[src/rtl/int_mul_seq_if.sv]
// ---------------------------------------------------------------------------
// int_mul_seq_if
// Handshake bundle for the sequential multiplier.
//   in_valid / in_ready : operand handshake (a, b)
//   a, b                : multiplicand / multiplier, width bits
//   out_valid/out_ready : result handshake
//   out                 : low width bits of a*b
// Modports:
//   master : the producer/consumer side (drives operands, accepts results)
//   slave  : the multiplier side
// ---------------------------------------------------------------------------
interface int_mul_seq_if #(
    parameter int width = 32
);
    logic             in_valid;
    logic             in_ready;
    logic [width-1:0] a;
    logic [width-1:0] b;
    logic             out_valid;
    logic             out_ready;
    logic [width-1:0] out;

    modport master (
        output in_valid, a, b, out_ready,
        input  in_ready, out_valid, out
    );

    modport slave (
        input  in_valid, a, b, out_ready,
        output in_ready, out_valid, out
    );
endinterface

[src/rtl/int_mul_seq.sv]
// ---------------------------------------------------------------------------
// int_mul_seq
// Sequential shift-and-add multiplier returning the low width bits of a*b
// (same bit pattern for unsigned and two's-complement operands). One
// operation in flight; the running sum is formed by a chunked_add instance.
//
// Ports:
//   clk  : clock, rising edge
//   rst  : asynchronous active-high reset, aborts any operation to IDLE
//   bus  : int_mul_seq_if.slave (in_valid/in_ready/a/b, out_valid/out_ready/out)
//
// Timing: operands accepted on edge T, width BUSY updates on edges
// T+1..T+width, result registered and out_valid raised on edge T+width+1,
// held until out_ready is seen high while out_valid is high.
//
// Optional feature: define INT_MUL_SEQ_EARLY_TERM_EN to leave BUSY as soon
// as the remaining multiplier bits are all zero (result is unchanged).
//
// Also contains chunked_add: a combinational adder built from carry-linked
// chunks; width must be a multiple of chunk_width.
// ---------------------------------------------------------------------------
module chunked_add #(
    parameter int width       = 32,
    parameter int chunk_width = 8
) (
    input  logic [width-1:0] a,
    input  logic [width-1:0] b,
    output logic [width-1:0] out
);
    localparam int N_CHUNKS = width / chunk_width;

    // carry[gi] is the carry into chunk gi; carry-out of the top chunk is dropped
    logic [N_CHUNKS-1:0] carry;
    assign carry[0] = 1'b0;

    for (genvar gi = 0; gi < N_CHUNKS; gi++) begin : g_chunk
        localparam int LO = gi * chunk_width;
        if (gi == N_CHUNKS - 1) begin : g_top
            assign out[LO +: chunk_width] = a[LO +: chunk_width] + b[LO +: chunk_width]
                                            + chunk_width'(carry[gi]);
        end else begin : g_mid
            assign {carry[gi+1], out[LO +: chunk_width]} =
                {1'b0, a[LO +: chunk_width]} + {1'b0, b[LO +: chunk_width]}
                + (chunk_width + 1)'(carry[gi]);
        end
    end
endmodule

module int_mul_seq #(
    parameter int width = 32
) (
    input  logic          clk,
    input  logic          rst,
    int_mul_seq_if.slave  bus
);
    localparam int CNT_W = $clog2(width) + 1;

    typedef enum logic [1:0] {IDLE, BUSY, DONE} state_t;

    state_t           state_reg;
    logic [width-1:0] a_reg;
    logic [width-1:0] b_reg;
    logic [width-1:0] acc_reg;
    logic [CNT_W-1:0] count_reg;
    logic             out_valid_reg;
    logic [width-1:0] out_reg;

    logic [width-1:0] sum_next;
    logic [width-1:0] b_shift_next;
    logic             last_busy;

    chunked_add #(.width(width)) u_add (
        .a   (acc_reg),
        .b   (a_reg),
        .out (sum_next)
    );

    assign b_shift_next = b_reg >> 1;

`ifdef INT_MUL_SEQ_EARLY_TERM_EN
    // Once no multiplier bits remain, further cycles cannot change acc.
    assign last_busy = (count_reg == CNT_W'(width - 1)) || (b_shift_next == '0);
`else
    assign last_busy = (count_reg == CNT_W'(width - 1));
`endif

    assign bus.in_ready  = (state_reg == IDLE);
    assign bus.out_valid = out_valid_reg;
    assign bus.out       = out_reg;

    always_ff @(posedge clk or posedge rst) begin
        if (rst) begin
            state_reg     <= IDLE;
            a_reg         <= '0;
            b_reg         <= '0;
            acc_reg       <= '0;
            count_reg     <= '0;
            out_valid_reg <= 1'b0;
            out_reg       <= '0;
        end else begin
            case (state_reg)
                IDLE: begin
                    if (bus.in_valid) begin
                        a_reg     <= bus.a;
                        b_reg     <= bus.b;
                        acc_reg   <= '0;
                        count_reg <= '0;
                        state_reg <= BUSY;
                    end
                end
                BUSY: begin
                    if (b_reg[0]) begin
                        acc_reg <= sum_next;
                    end
                    a_reg     <= a_reg << 1;
                    b_reg     <= b_shift_next;
                    count_reg <= count_reg + CNT_W'(1);
                    if (last_busy) begin
                        state_reg <= DONE;
                    end
                end
                DONE: begin
                    // First DONE cycle registers the result; afterwards wait
                    // for the consumer with out/out_valid held stable.
                    if (!out_valid_reg) begin
                        out_valid_reg <= 1'b1;
                        out_reg       <= acc_reg;
                    end else if (bus.out_ready) begin
                        out_valid_reg <= 1'b0;
                        state_reg     <= IDLE;
                    end
                end
                default: begin
                    state_reg <= IDLE;
                end
            endcase
        end
    end
endmodule
[src/flat_wrapper.sv]
// flat-port wrapper written by rule: the top's interface ports become plain ports
module int_mul_seq_flat 
#(
    parameter int width = 32
)
  (clk, rst, bus_in_valid, bus_a, bus_b, bus_out_ready, bus_in_ready, bus_out_valid, bus_out);
  int_mul_seq_if #(.width(width)) bus_i ();
  input  logic clk;
  input  logic rst;
  input wire logic [$bits(bus_i.in_valid)-1:0] bus_in_valid;
  input wire logic [$bits(bus_i.a)-1:0] bus_a;
  input wire logic [$bits(bus_i.b)-1:0] bus_b;
  input wire logic [$bits(bus_i.out_ready)-1:0] bus_out_ready;
  output wire logic [$bits(bus_i.in_ready)-1:0] bus_in_ready;
  output wire logic [$bits(bus_i.out_valid)-1:0] bus_out_valid;
  output wire logic [$bits(bus_i.out)-1:0] bus_out;
  assign bus_i.in_valid = bus_in_valid;
  assign bus_i.a = bus_a;
  assign bus_i.b = bus_b;
  assign bus_i.out_ready = bus_out_ready;
  assign bus_in_ready = bus_i.in_ready;
  assign bus_out_valid = bus_i.out_valid;
  assign bus_out = bus_i.out;
  int_mul_seq #(.width(width)) u_core (.clk(clk), .rst(rst), .bus(bus_i));
endmodule
[config.mk]
export PLATFORM = sky130hd
export DESIGN_NAME = int_mul_seq_flat
export DESIGN_NICKNAME = d
export VERILOG_FILES = /design/src/rtl/int_mul_seq_if.sv /design/src/rtl/int_mul_seq.sv /design/src/flat_wrapper.sv
export SDC_FILE = /design/constraint.sdc
export NUM_CORES = 1
export LEC_CHECK = 0
export ABC_AREA = 1
export CAP_MARGIN = 10
export CORE_MARGIN = 4
export CORE_UTILIZATION = 59
export DETAILED_ROUTE_END_ITERATION = 12
export GPL_ROUTABILITY_DRIVEN = 0
export HOLD_SLACK_MARGIN = 0.06
export PLACE_DENSITY = 0.83
export SKIP_LAST_GASP = 1
export SLEW_MARGIN = 20
export SYNTH_ARGS = -nofsm -noshare
export SYNTH_HDL_FRONTEND = slang
export SYNTH_SLANG_ARGS = --single-unit
[constraint.sdc]
create_clock -name clk -period 15.4 [get_ports clk]
set_clock_uncertainty 0.2 [all_clocks]
set_input_delay 3.08 -clock clk [delete_from_list [all_inputs] [get_ports clk]]
set_output_delay 3.08 -clock clk [all_outputs]
set_load 0.05 [all_outputs]
==> summary.txt <==
Status: completed
Synth Area per Inst: 8.56 sq um
Flop-to-flop setup slack: 9550 ps
Placed Area: 0.00810 sq mm
Hold WC Path Type: reg2reg
Worst-skew pair later-pin latency: 430 ps
Synth Area in Compound Gates: 16.0%
Iter 0 DRT Violations: 558
CTS tree: built
Worst reg2reg path depth: 29
Worst path required time: 15530 ps
N_diodes: 0
Cells after synthesis: 832
Final period utilization: 38.0%
Critical Path Fanout Max: 3
Hold Buf Count CTS: 0
Share of cells above drive strength 1: 7.95%
Pin count of the biggest net entering global routing: 70
Global-route wire length before repair: 29700 microns
Initial Util: 61.3%
Sequential area share after synthesis: 48.1%
Final Max Tran Viols: 0
Yosys cell types: 37
Core ar.: 0.0116 sq mm
Worst Setup Path Type: reg2reg
Slowest stage delay, CP: 430 ps
Clock Path Buffers: 2
Rel. slew slack: 42.8%
Post-route ant nets: 0
Fmax: 0.171 GHz
Largest area contributor in the netlist: dfrtp_1
Avg WL per Cell: 16.5 microns
Simple-Gate Fraction of Synth Area: 18.1%
Die height: 118 microns
Post-Synth XOR/XNOR Area: 0.861%
Num CTS Buffers: 17
Max-cap violation count: 0
FP Rows: 39
CP max stage cell: fa_1
Grt ovf: 0
Number of synthesized flops with an enable pin: 0
First-pass DRT Iterations: 9
Count of input and output buffers: 101
Post-DP HPWL: 11400 microns
Mux cell area share after synthesis: 2.53%
GRT Overall Usage: 26.3%
Main combinational cell family by area after synthesis: simple AND/OR/NAND/NOR gates
Cell area after layout: 0.00878 sq mm
Io pins: 102
Final WL: 17700 microns
Minimum hold slack: 291 ps
Final hold violation count: 0
CP Launch Type: flop
Post-synth top flop: dfrtp_1
Crit path capture type: flop
Clk sinks: 137
Syn_nets: 936
H-tree Lvls: 4
Post CTS Setup Buffer Count: 0
Clock edge transition at the registers on the reported setup and hold paths: 60 ps
Leakage power: 4.32 nW
Synth top area cells: dfrtp_1 48%, nand2_1 10%, o21ai_0 6.3%
Worst Hold End: u_core.bus.out[26]
Crit Reg-Reg Startpoint: u_core.a_reg[0]
Vias per cell: 5.77
DRC Markers: 0
Commonest non-fill, non-tap cell in the layout: nand2_1
Final setup vio count: 0
Min-Delay Startpoint: u_core.bus.out[26]
Synth Register Bits: 137
Most frequent cells in the layout: 197 x nand2_1, 137 x dfrtp_1, 101 x clkdlybuf4s50_1
Clock root cell: clkbuf_16
Hold Path Depth: 2
Via count: 6194
Post-cts resize count: 0
Pwr Density: 214 mW/mm^2
Initial antenna violation count: 0
Die Span X: 118 microns
Async S/R FF share, synth: 100%
Post-Synth Adder-Cell Area: 7.06%
RSZ-0062 raised after global routing: false
Tmin final: 5850 ps
Synth warn: 0
R2R Path End: u_core.acc_reg[30]
Vias in the first global route: 6324
Worst ir drop on vdd: 95.9 uV
Area Overhead vs Synth: 23.2%
Most Frequent Cell on Critical Path: nand2_1
Die area: 0.0139 sq mm
Critical Path AT: 5980 ps
Fillers: 817
Worst slew pin tran: 858 ps
Top-area cell type share of the netlist area: 48.1%
Post-layout nets: 1022
Mapped Area: 0.00712 sq mm
Fin Setup TNS: 0 ps
==> worst max-delay path, delay by kind of cell (launching register included) <==
family	cells	cell delay, ps
adder cells (fa/ha/maj)	8	3020
AO/OA/AOI/OAI	6	1030
AND/OR/NAND/NOR	10	680
buffers and inverters	5	450
flip-flops	1	380
==> logic make-up (layout without fill, tap and decap cells) <==
family	after synthesis	count (layout)
DFF	137	137
muxes	16	16
xor gates and xnor gates	7	7
AOI/OAI and AO/OA	206	206
and+or+nand+nor	317	317
buffers and inverters	113	212
adders and majority gates	36	36
==> routing by layer <==
layer  up-vias  global-route usage [%]  part of all wire (%)
met3        60                    6.05                   6.6
met4         0                    12.0                   2.8
met5         -                       0                     0
met1      2949                    33.1                    42
met2       271                    43.3                    49
li1       2914                       -                     -
==> metrics by stage <==
| step | std cells | setup slack [ps] | utilization [%] | total power [mW] |
|---|---|---|---|---|
| floorplan | 832 | 8450 | - | 1.22 |
| global placement | 1042 | 9900 | 69.8 | 1.33 |
| detailed placement | 1042 | 9670 | 69.8 | 1.39 |
| CTS | 1074 | 9570 | 75.6 | 1.87 |
| global route | 1074 | 9020 | 75.6 | 2.02 |
| finish | 1074 | 9550 | 75.6 | 1.88 |
==> synthesized netlist by cell type, drive strengths merged (2+ instances only) <==
| master | n |
|---|---|
| a21oi | 84 |
| nand3b | 4 |
| a32o | 2 |
| inv | 77 |
| nor2 | 76 |
| nand2 | 202 |
| fa | 7 |
| o211ai | 3 |
| clkbuf | 13 |
| mux2 | 16 |
| a22oi | 7 |
| nand3 | 30 |
| buf | 23 |
| o21ai | 99 |
| o22ai | 9 |
| ha | 29 |
| xor2 | 7 |
| dfrtp | 137 |
==> how the worst max path moves through the flow <==
stage                                     to  cells past startpoint            start  slack, ps
after floorplan              u_core.a_reg[0]                      1              rst       8450
after global placement    u_core.acc_reg[30]                     29  u_core.a_reg[0]       9900
after detailed placement  u_core.acc_reg[28]                     27  u_core.a_reg[0]       9670
after CTS                 u_core.acc_reg[28]                     27  u_core.a_reg[0]       9570
after global routing      u_core.acc_reg[28]                     27  u_core.a_reg[0]       9020
final                     u_core.acc_reg[30]                     29  u_core.a_reg[0]       9550
==> layout make-up <==
cell class | instances | area (sq um) | area share [%]
Timing Repair Buffer | 103 | 1030 | 11.7
Tap cell | 143 | 179 | 2.04
Inverter | 77 | 294 | 3.35
Sequential cell | 137 | 3430 | 39.1
Clock buffer | 17 | 425 | 4.85
Multi-Input combinational cell | 582 | 3180 | 36.2
Clock inverter | 15 | 249 | 2.84
==> power breakdown <==
part | switching, mW | internal, mW
clock network | 0.163 | 0.304
registers | 0.0982 | 0.495
logic | 0.515 | 0.307
total | 0.776 | 1.11
Power figures use the tool's default switching activity.
